[config.mk]
export PLATFORM = sky130hd
export DESIGN_NAME = uart_rx
export DESIGN_NICKNAME = d
export VERILOG_FILES = /design/src/rtl/uart_pkg.sv /design/src/rtl/sync_2ff.sv /design/src/rtl/uart_rx.sv
export SDC_FILE = /design/constraint.sdc
export NUM_CORES = 1
export LEC_CHECK = 0
export ABC_CLOCK_PERIOD_IN_PS = 2400
export CORE_UTILIZATION = 56
export CTS_CLUSTER_DIAMETER = 60
export CTS_CLUSTER_SIZE = 20
export DETAILED_ROUTE_END_ITERATION = 7
export PLACE_DENSITY_LB_ADDON = 0.1
export SYNTH_ARGS = -nofsm -noshare
export SYNTH_HDL_FRONTEND = slang
export SYNTH_SLANG_ARGS = --single-unit
[constraint.sdc]
create_clock -name clk -period 2.4 [get_ports clk]
set_input_delay 0.6 -clock clk [delete_from_list [all_inputs] [get_ports clk]]
set_output_delay 0.6 -clock clk [all_outputs]
set_load 0.05 [all_outputs]
[src/rtl/uart_pkg.sv]
// Shared definitions for the UART receiver: FSM states, frame constants and
// bit-period helpers.
package uart_pkg;

  localparam int unsigned DATA_BITS = 8;
  localparam logic        RX_IDLE   = 1'b1;

  typedef enum logic [1:0] {
    IDLE,
    START,
    DATA,
    STOP
  } rx_state_e;

  // Bit period in clocks, rounded to nearest.
  function automatic int unsigned calc_div(input int unsigned clk_hz,
                                           input int unsigned baud);
    return (clk_hz + (baud / 2)) / baud;
  endfunction

  function automatic int unsigned calc_half(input int unsigned clk_hz,
                                            input int unsigned baud);
    return calc_div(clk_hz, baud) / 2;
  endfunction

endpackage

[src/rtl/sync_2ff.sv]
// Two-stage synchronizer for a single asynchronous bit; both stages load
// RESET_VAL while rst_ni is low.
module sync_2ff #(
  parameter logic RESET_VAL = 1'b1
) (
  input  logic clk_i,
  input  logic rst_ni,
  input  logic d_i,
  output logic q_o
);

  logic s1_q;
  logic s2_q;

  always_ff @(posedge clk_i or negedge rst_ni) begin
    if (!rst_ni) begin
      s1_q <= RESET_VAL;
      s2_q <= RESET_VAL;
    end else begin
      s1_q <= d_i;
      s2_q <= s1_q;
    end
  end

  assign q_o = s2_q;

endmodule

[src/rtl/uart_rx.sv]
// 8N1 serial receiver, LSB first. Define UART_FRAMING_CHECK_EN to add the
// frame_err output and suppress data updates / rearm on a bad stop bit.
module uart_rx
  import uart_pkg::*;
#(
  parameter int unsigned CLK_HZ = 100_000_000,
  parameter int unsigned BAUD   = 115200
) (
  input  logic                 clk,
  input  logic                 rst,
  input  logic                 rx,
  output logic                 busy,
  output logic [DATA_BITS-1:0] data
`ifdef UART_FRAMING_CHECK_EN
  ,
  output logic                 frame_err
`endif
);

  localparam int unsigned DIV   = calc_div(CLK_HZ, BAUD);
  localparam int unsigned HALF  = calc_half(CLK_HZ, BAUD);
  localparam int unsigned CNT_W = (DIV > 1) ? $clog2(DIV) : 1;
  localparam int unsigned BIT_W = $clog2(DATA_BITS);

  localparam logic [CNT_W-1:0] DIV_LAST  = CNT_W'(DIV - 1);
  localparam logic [CNT_W-1:0] HALF_LAST = CNT_W'(HALF - 1);
  localparam logic [BIT_W-1:0] BIT_LAST  = BIT_W'(DATA_BITS - 1);

  logic                 rxs;
  rx_state_e            state_q, state_d;
  logic [CNT_W-1:0]     cnt_q, cnt_d;
  logic [BIT_W-1:0]     bit_q, bit_d;
  logic [DATA_BITS-1:0] shift_q, shift_d;
  logic [DATA_BITS-1:0] data_q, data_d;
  logic                 busy_q, busy_d;
  logic                 arm_c;

  sync_2ff #(
    .RESET_VAL(RX_IDLE)
  ) u_rx_sync (
    .clk_i (clk),
    .rst_ni(rst),
    .d_i   (rx),
    .q_o   (rxs)
  );

`ifdef UART_FRAMING_CHECK_EN
  logic ferr_q, ferr_d;
  logic wait_q, wait_d;

  // After a bad stop bit the line must return high before a new start counts.
  assign arm_c = ~wait_q;

  always_ff @(posedge clk or negedge rst) begin
    if (!rst) begin
      ferr_q <= 1'b0;
      wait_q <= 1'b0;
    end else begin
      ferr_q <= ferr_d;
      wait_q <= wait_d;
    end
  end

  assign frame_err = ferr_q;
`else
  assign arm_c = 1'b1;
`endif

  always_ff @(posedge clk or negedge rst) begin
    if (!rst) begin
      state_q <= IDLE;
      cnt_q   <= '0;
      bit_q   <= '0;
      shift_q <= '0;
      data_q  <= '0;
      busy_q  <= 1'b0;
    end else begin
      state_q <= state_d;
      cnt_q   <= cnt_d;
      bit_q   <= bit_d;
      shift_q <= shift_d;
      data_q  <= data_d;
      busy_q  <= busy_d;
    end
  end

  // Next-state logic; every sample point is the last cycle of its count.
  always_comb begin
    state_d = state_q;
    cnt_d   = cnt_q;
    bit_d   = bit_q;
    shift_d = shift_q;
    data_d  = data_q;
    busy_d  = busy_q;
`ifdef UART_FRAMING_CHECK_EN
    ferr_d  = ferr_q;
    wait_d  = wait_q;
`endif
    unique case (state_q)
      IDLE: begin
        cnt_d = '0;
        if (rxs != RX_IDLE && arm_c) begin
          state_d = START;
          busy_d  = 1'b1;
        end
`ifdef UART_FRAMING_CHECK_EN
        if (rxs == RX_IDLE) wait_d = 1'b0;
`endif
      end
      START: begin
        if (cnt_q == HALF_LAST) begin
          cnt_d = '0;
          bit_d = '0;
          if (rxs == RX_IDLE) begin
            state_d = IDLE;
            busy_d  = 1'b0;
          end else begin
            state_d = DATA;
          end
        end else begin
          cnt_d = cnt_q + CNT_W'(1);
        end
      end
      DATA: begin
        if (cnt_q == DIV_LAST) begin
          cnt_d   = '0;
          shift_d = {rxs, shift_q[DATA_BITS-1:1]};
          if (bit_q == BIT_LAST) state_d = STOP;
          else                   bit_d   = bit_q + BIT_W'(1);
        end else begin
          cnt_d = cnt_q + CNT_W'(1);
        end
      end
      STOP: begin
        if (cnt_q == DIV_LAST) begin
          cnt_d   = '0;
          state_d = IDLE;
          busy_d  = 1'b0;
`ifdef UART_FRAMING_CHECK_EN
          ferr_d = ~rxs;
          if (rxs == RX_IDLE) data_d = shift_q;
          else                wait_d = 1'b1;
`else
          data_d = shift_q;
`endif
        end else begin
          cnt_d = cnt_q + CNT_W'(1);
        end
      end
      default: begin
        state_d = IDLE;
        busy_d  = 1'b0;
      end
    endcase
  end

  assign busy = busy_q;
  assign data = data_q;

endmodule

# ---- Yosys cells after proc, flatten, opt, wreduce, memory -nomap -nowiden
# Index checks and enable logic that the tools add are counted.
dict set report word_totals {
  regBits 34
  wordCells 51
  inputBits 3
}
dict set report op_classes {
  muxes 19
  eq_ne 13
  n_reduce_logical 9
  add_sub_neg 2
}
# cell n
set ops {}
lappend ops {{$pmux 10 s3} 1}
lappend ops {{$mux 10} 2}
lappend ops {{$mux 2} 6}
lappend ops {{$ne 2x2->1 const B} 6}
lappend ops {{$add 10x1->10 const B} 1}
lappend ops {{$eq 10x10->1 const B} 1}
lappend ops {{$eq 10x9->1 const B} 1}
lappend ops {{$reduce_and 5->1} 2}
lappend ops {{$mux 3} 3}
lappend ops {{$pmux 2 s4} 1}
lappend ops {{$pmux 3 s2} 1}
lappend ops {{$eq 2x2->1 const B} 2}
lappend ops {{$mux 1} 4}
lappend ops {{$reduce_and 2->1} 2}
lappend ops {{$reduce_and 4->1} 1}
lappend ops {{$add 3x1->3 const B} 1}
lappend ops {{$eq 3x3->1 const B} 1}
lappend ops {{$pmux 1 s3} 1}
lappend ops {{$reduce_bool 3->1} 1}
lappend ops {{$eq 2x1->1 const B} 1}
lappend ops {{$logic_not 2->1} 1}
lappend ops {{$ne 2x1->1 const B} 1}
lappend ops {{$reduce_bool 2->1} 1}
lappend ops {{$reduce_or 2->1} 1}

# ---- Logic depth before layout (Yosys ltp)
dict set report logic_depth {
  word_depth 4
  mapped_depth 6
  depth_no_buf 6
}

# ---- Cells and area by module
# From an unflattened synthesis, not the netlist that was laid out.
dict set report unflattened {
  cells_unflattened 120
  area_unflattened_um2 1552.7
}
# mod cells_per_inst n_inst area_each_um2 seq_area_each_um2
set by_module_without_submodules {}
lappend by_module_without_submodules {uart_rx 118 1 1500.2 800.8}
lappend by_module_without_submodules {sync_2ff 2 1 52.6 52.6}

# ---- Worst setup path after synthesis
# OpenSTA, ideal clock, no wires.
dict set report synth_timing {
  kind {register to register}
  start {register cnt_q[0]}
  end {register shift_q[0]}
  required_time_ns 2.275
  setup_slack_ns 0.620
  path_stages_with_launch 7
  period_less_slack_ns 1.780
  t_arrival_ns 1.655
  setup_time_ns 0.125
  cell_sequence {dfrtp_1 ha_1 and4bb_1 and4_4 and3_4 buf_6 mux2_4}
}
dict set report synth_between {
  elab_chain_len 2
}
# item line_no
set synth_lines {}
lappend synth_lines {{start: declaration} uart_rx.sv:31} ;# logic [CNT_W-1:0] cnt_q, cnt_d;
lappend synth_lines {{start signal: assignment} uart_rx.sv:79} ;# cnt_q <= cnt_d;
lappend synth_lines {{$eq 10x10->1} uart_rx.sv:125} ;# if (cnt_q == DIV_LAST) begin
lappend synth_lines {{$reduce_and 2->1 (no line)} -}
lappend synth_lines {{end signal: assignment} uart_rx.sv:81} ;# shift_q <= shift_d;
lappend synth_lines {{end: declaration} uart_rx.sv:33} ;# logic [DATA_BITS-1:0] shift_q, shift_d;
# No other way between the ends.
# A chain may end at the register's enable or synchronous reset.

# ---- Final worst setup path
dict set report layout_timing {
  start {register data_q[6] (netlist: data[6])}
  end {output port data[6]}
}
# item line_no
set layout_rtl {}
lappend layout_rtl {{start: declaration} uart_rx.sv:34} ;# logic [DATA_BITS-1:0] data_q, data_d;
lappend layout_rtl {{start signal: assignment} uart_rx.sv:82} ;# data_q <= data_d;
lappend layout_rtl {{end: declaration} uart_rx.sv:13} ;# output logic [DATA_BITS-1:0] data
# No word-level cell between the ends.

==> impl_metrics.tcl <==
set metrics [dict create \
    yosys_warnings 0 \
    grt_overflow 0 \
    grt_pass1_vias 790 \
    drive_gt1_frac 0.234 \
    grt_pass1_wl_um 3580 \
    setup_viol 0 \
    leakagePower_nw 0.828 \
    dpl.hpwl_um 1620 \
    cp_top_family "buffers and inverters" \
    setup-tns-final_ns 0 \
    insertion_delay_ns 0.33 \
    rsz0062_at_grt "false" \
    grt_max_degree 35 \
    firstDrtPassIters 4 \
    numCtsBuffers 5 \
    synth_seq_cells 34 \
    relSlewSlack 0.665 \
    h-tree-depth 2 \
    ys.flop_type "dfrtp_1" \
    cp-start-kind "register" \
    skew_ns 0.0128 \
    period_needed_ns 2.09 \
    slowest_delay_ns 0.81 \
    p_per_area_nw_per_um2 578 \
    die_y_um 54.7 \
    cts_hold_buffers 0 \
    holdPathStages 0 \
    syn_nets 127 \
    clkSinkCount 34 \
    cp.depth 1 \
    synth_cell_type_count 34 \
    synth_area_leader_cell "dfrtp_1" \
    period_share 0.872 \
    die_x_um 54.7 \
    worst-r2r-cell-count 5 \
    ctsResizeCount 0 \
    hold_violations 0 \
    drc_errors 0 \
    multi_input_area_um2 667 \
    fill_cells 178 \
    worst_path_max_delay_cell "clkdlybuf4s50_1" \
    antenna_found_initial 0 \
    antenna_cells 0 \
    yosysSeqAreaShare 0.550 \
    max_cap_viol_count 0 \
    arrival_ns 1.49 \
    cts_max_path_buffers 2 \
    dp_slack_ns 0.552 \
    rows 18 \
    synthCells 120 \
    gp_congestion 0.775 \
    cts_setup_buffers 0 \
    root_buffer "clkbuf_4" \
    grt_usage 0.179 \
    required_ns 1.80 \
    coreArea_um2 2540 \
    async_reset_ff_frac 1.00 \
    cp-end-kind "output pin" \
    vias_per_cell 5.59 \
    port_buffers 11 \
    area_delta_synth_final_pct 14.1 \
    max-vdd-ir-drop_v 0.000527 \
    crit_type "reg2out" \
    dieArea_um2 2990 \
    drtIter0Drc 9 \
    register_area_um2 853 \
    ant_nets 0 \
    synth_edf_count 0 \
    place_inst 159 \
    cp.buffers_inverters 1 \
    vias 934 \
    final_cells 167 \
    synth_area_um2 1550 \
    drv_slew 0 \
    final_nets 143 \
    cts.reportedPaths.clkPinSlew_ns 0.10 \
    layout_setup_ws_ns 0.306 \
    cts_tree "built" \
    wirelength_um 2340 \
    yosysTopAreaCellShare 0.516 \
    fmax_mhz 478 \
    wl_per_cell_um 14.0 \
    ios 12 \
    postSynthAreaPerCell_um2 12.9 \
    path_max_fanout 2 \
    yosys-top-cells-area "dfrtp_1 (52%), mux2_4 (7.7%), mux2_2 (6.5%), dfstp_2 (3.4%), ha_1 (3.2%)" \
    start_util 0.610 \
    cp_cell_sequence "clkdlybuf4s50_1" \
    worstHoldPathType "reg2reg" \
    status "finished, final reports clean" \
    tightest_slew_ns 0.501 \
]
## Yosys cell counts, types with 2 or more instances
master	number
nand2_1	6
and3_1	2
nor2_1	13
buf_2	2
xor2_1	5
dfstp_2	2
mux2_4	8
mux2_2	9
and4_1	3
nand3_1	3
ha_1	4
xnor2_1	3
nor3_1	3
a22o_1	2
inv_1	3
nor2b_1	2
nand4_1	2
dfrtp_1	32
## worst paths after layout
kind	start	end	slack, ns
setup / recovery	data[6]$_DFFE_PN0P_	data[6]	0.31
hold / removal	u_rx_sync.s1_q$_DFF_PN1_	u_rx_sync.q_o$_DFF_PN1_	0.36
setup reg to reg	cnt_q[0]$_DFF_PN0_	shift_q[6]$_DFFE_PN0P_	0.55
hold reg to reg	u_rx_sync.s1_q$_DFF_PN1_	u_rx_sync.q_o$_DFF_PN1_	0.36
max in group asynchronous	rst	u_rx_sync.q_o$_DFF_PN1_	1.41
min in group asynchronous	rst	shift_q[1]$_DFFE_PN0P_	0.66
## per-layer routing
layer	vias up	track usage	wire length [um]
met5	-	0	0
met4	0	0.0897	30
met3	6	0.0583	101
met2	22	0.245	1030
met1	448	0.250	1170
li1	458	-	-
## per-stage QoR
stage | hold slack, ns | util | instance area, um2 | power (mW)
finish | 0.364 | 0.696 | 1770 | 1.02
global placement | 0.346 | 0.663 | 1690 | 0.604
floorplan | 0.304 | - | 1550 | 0.589
global route | 0.366 | 0.696 | 1770 | 1.06
detailed placement | 0.350 | 0.663 | 1690 | 0.605
CTS | 0.365 | 0.696 | 1770 | 1.04
## where the power goes
group          leakage [nW]  switching (mW)  internal, mW
Combinational         0.335          0.0111       0.00445
Sequential            0.448         0.00141         0.576
Clock                0.0455           0.182         0.249
## registers in the layout, summed over array words and instances (netlist names), named ones only
signal	flops
u_rx_sync.s1_q	1
busy	1
bit_q	3
u_rx_sync.q_o	1
data	8
shift_q	8
cnt_q	10
state_q	1
## area by class of cell
cell class,count,area share
Clock buffer,7,0.0311
Clock inverter,1,0.0169
Inverter,3,0.00636
Multi-Input combinational cell,80,0.376
Sequential cell,34,0.482
Tap cell,30,0.0212
Timing Repair Buffer,12,0.0664
## cells by family (layout without fill, tap and decap cells)
kind of cell / after synthesis / count (layout) / synth area share
AOI/OAI and AO/OA: 9 / 9 / 0.0467
xor gates and xnor gates: 8 / 8 / 0.0451
adders and majority gates: 4 / 4 / 0.0322
buffers and inverters: 6 / 23 / 0.0210
DFF: 34 / 34 / 0.550
muxes: 17 / 17 / 0.143
and+or+nand+nor: 42 / 42 / 0.163
## cell usage in the layout, fill, tap and decap left out, types with 3 or more instances in the layout
cell,synthesis,routed
xor2_1,5,5
nor2_1,13,13
inv_1,3,3
nor3_1,3,3
ha_1,4,4
dfrtp_1,32,32
nand2_1,6,6
clkbuf_4,0,5
nand3_1,3,3
mux2_2,9,9
xnor2_1,3,3
mux2_4,8,8
clkdlybuf4s50_1,0,11
and4_1,3,3
(Power assumes the default switching activity.)
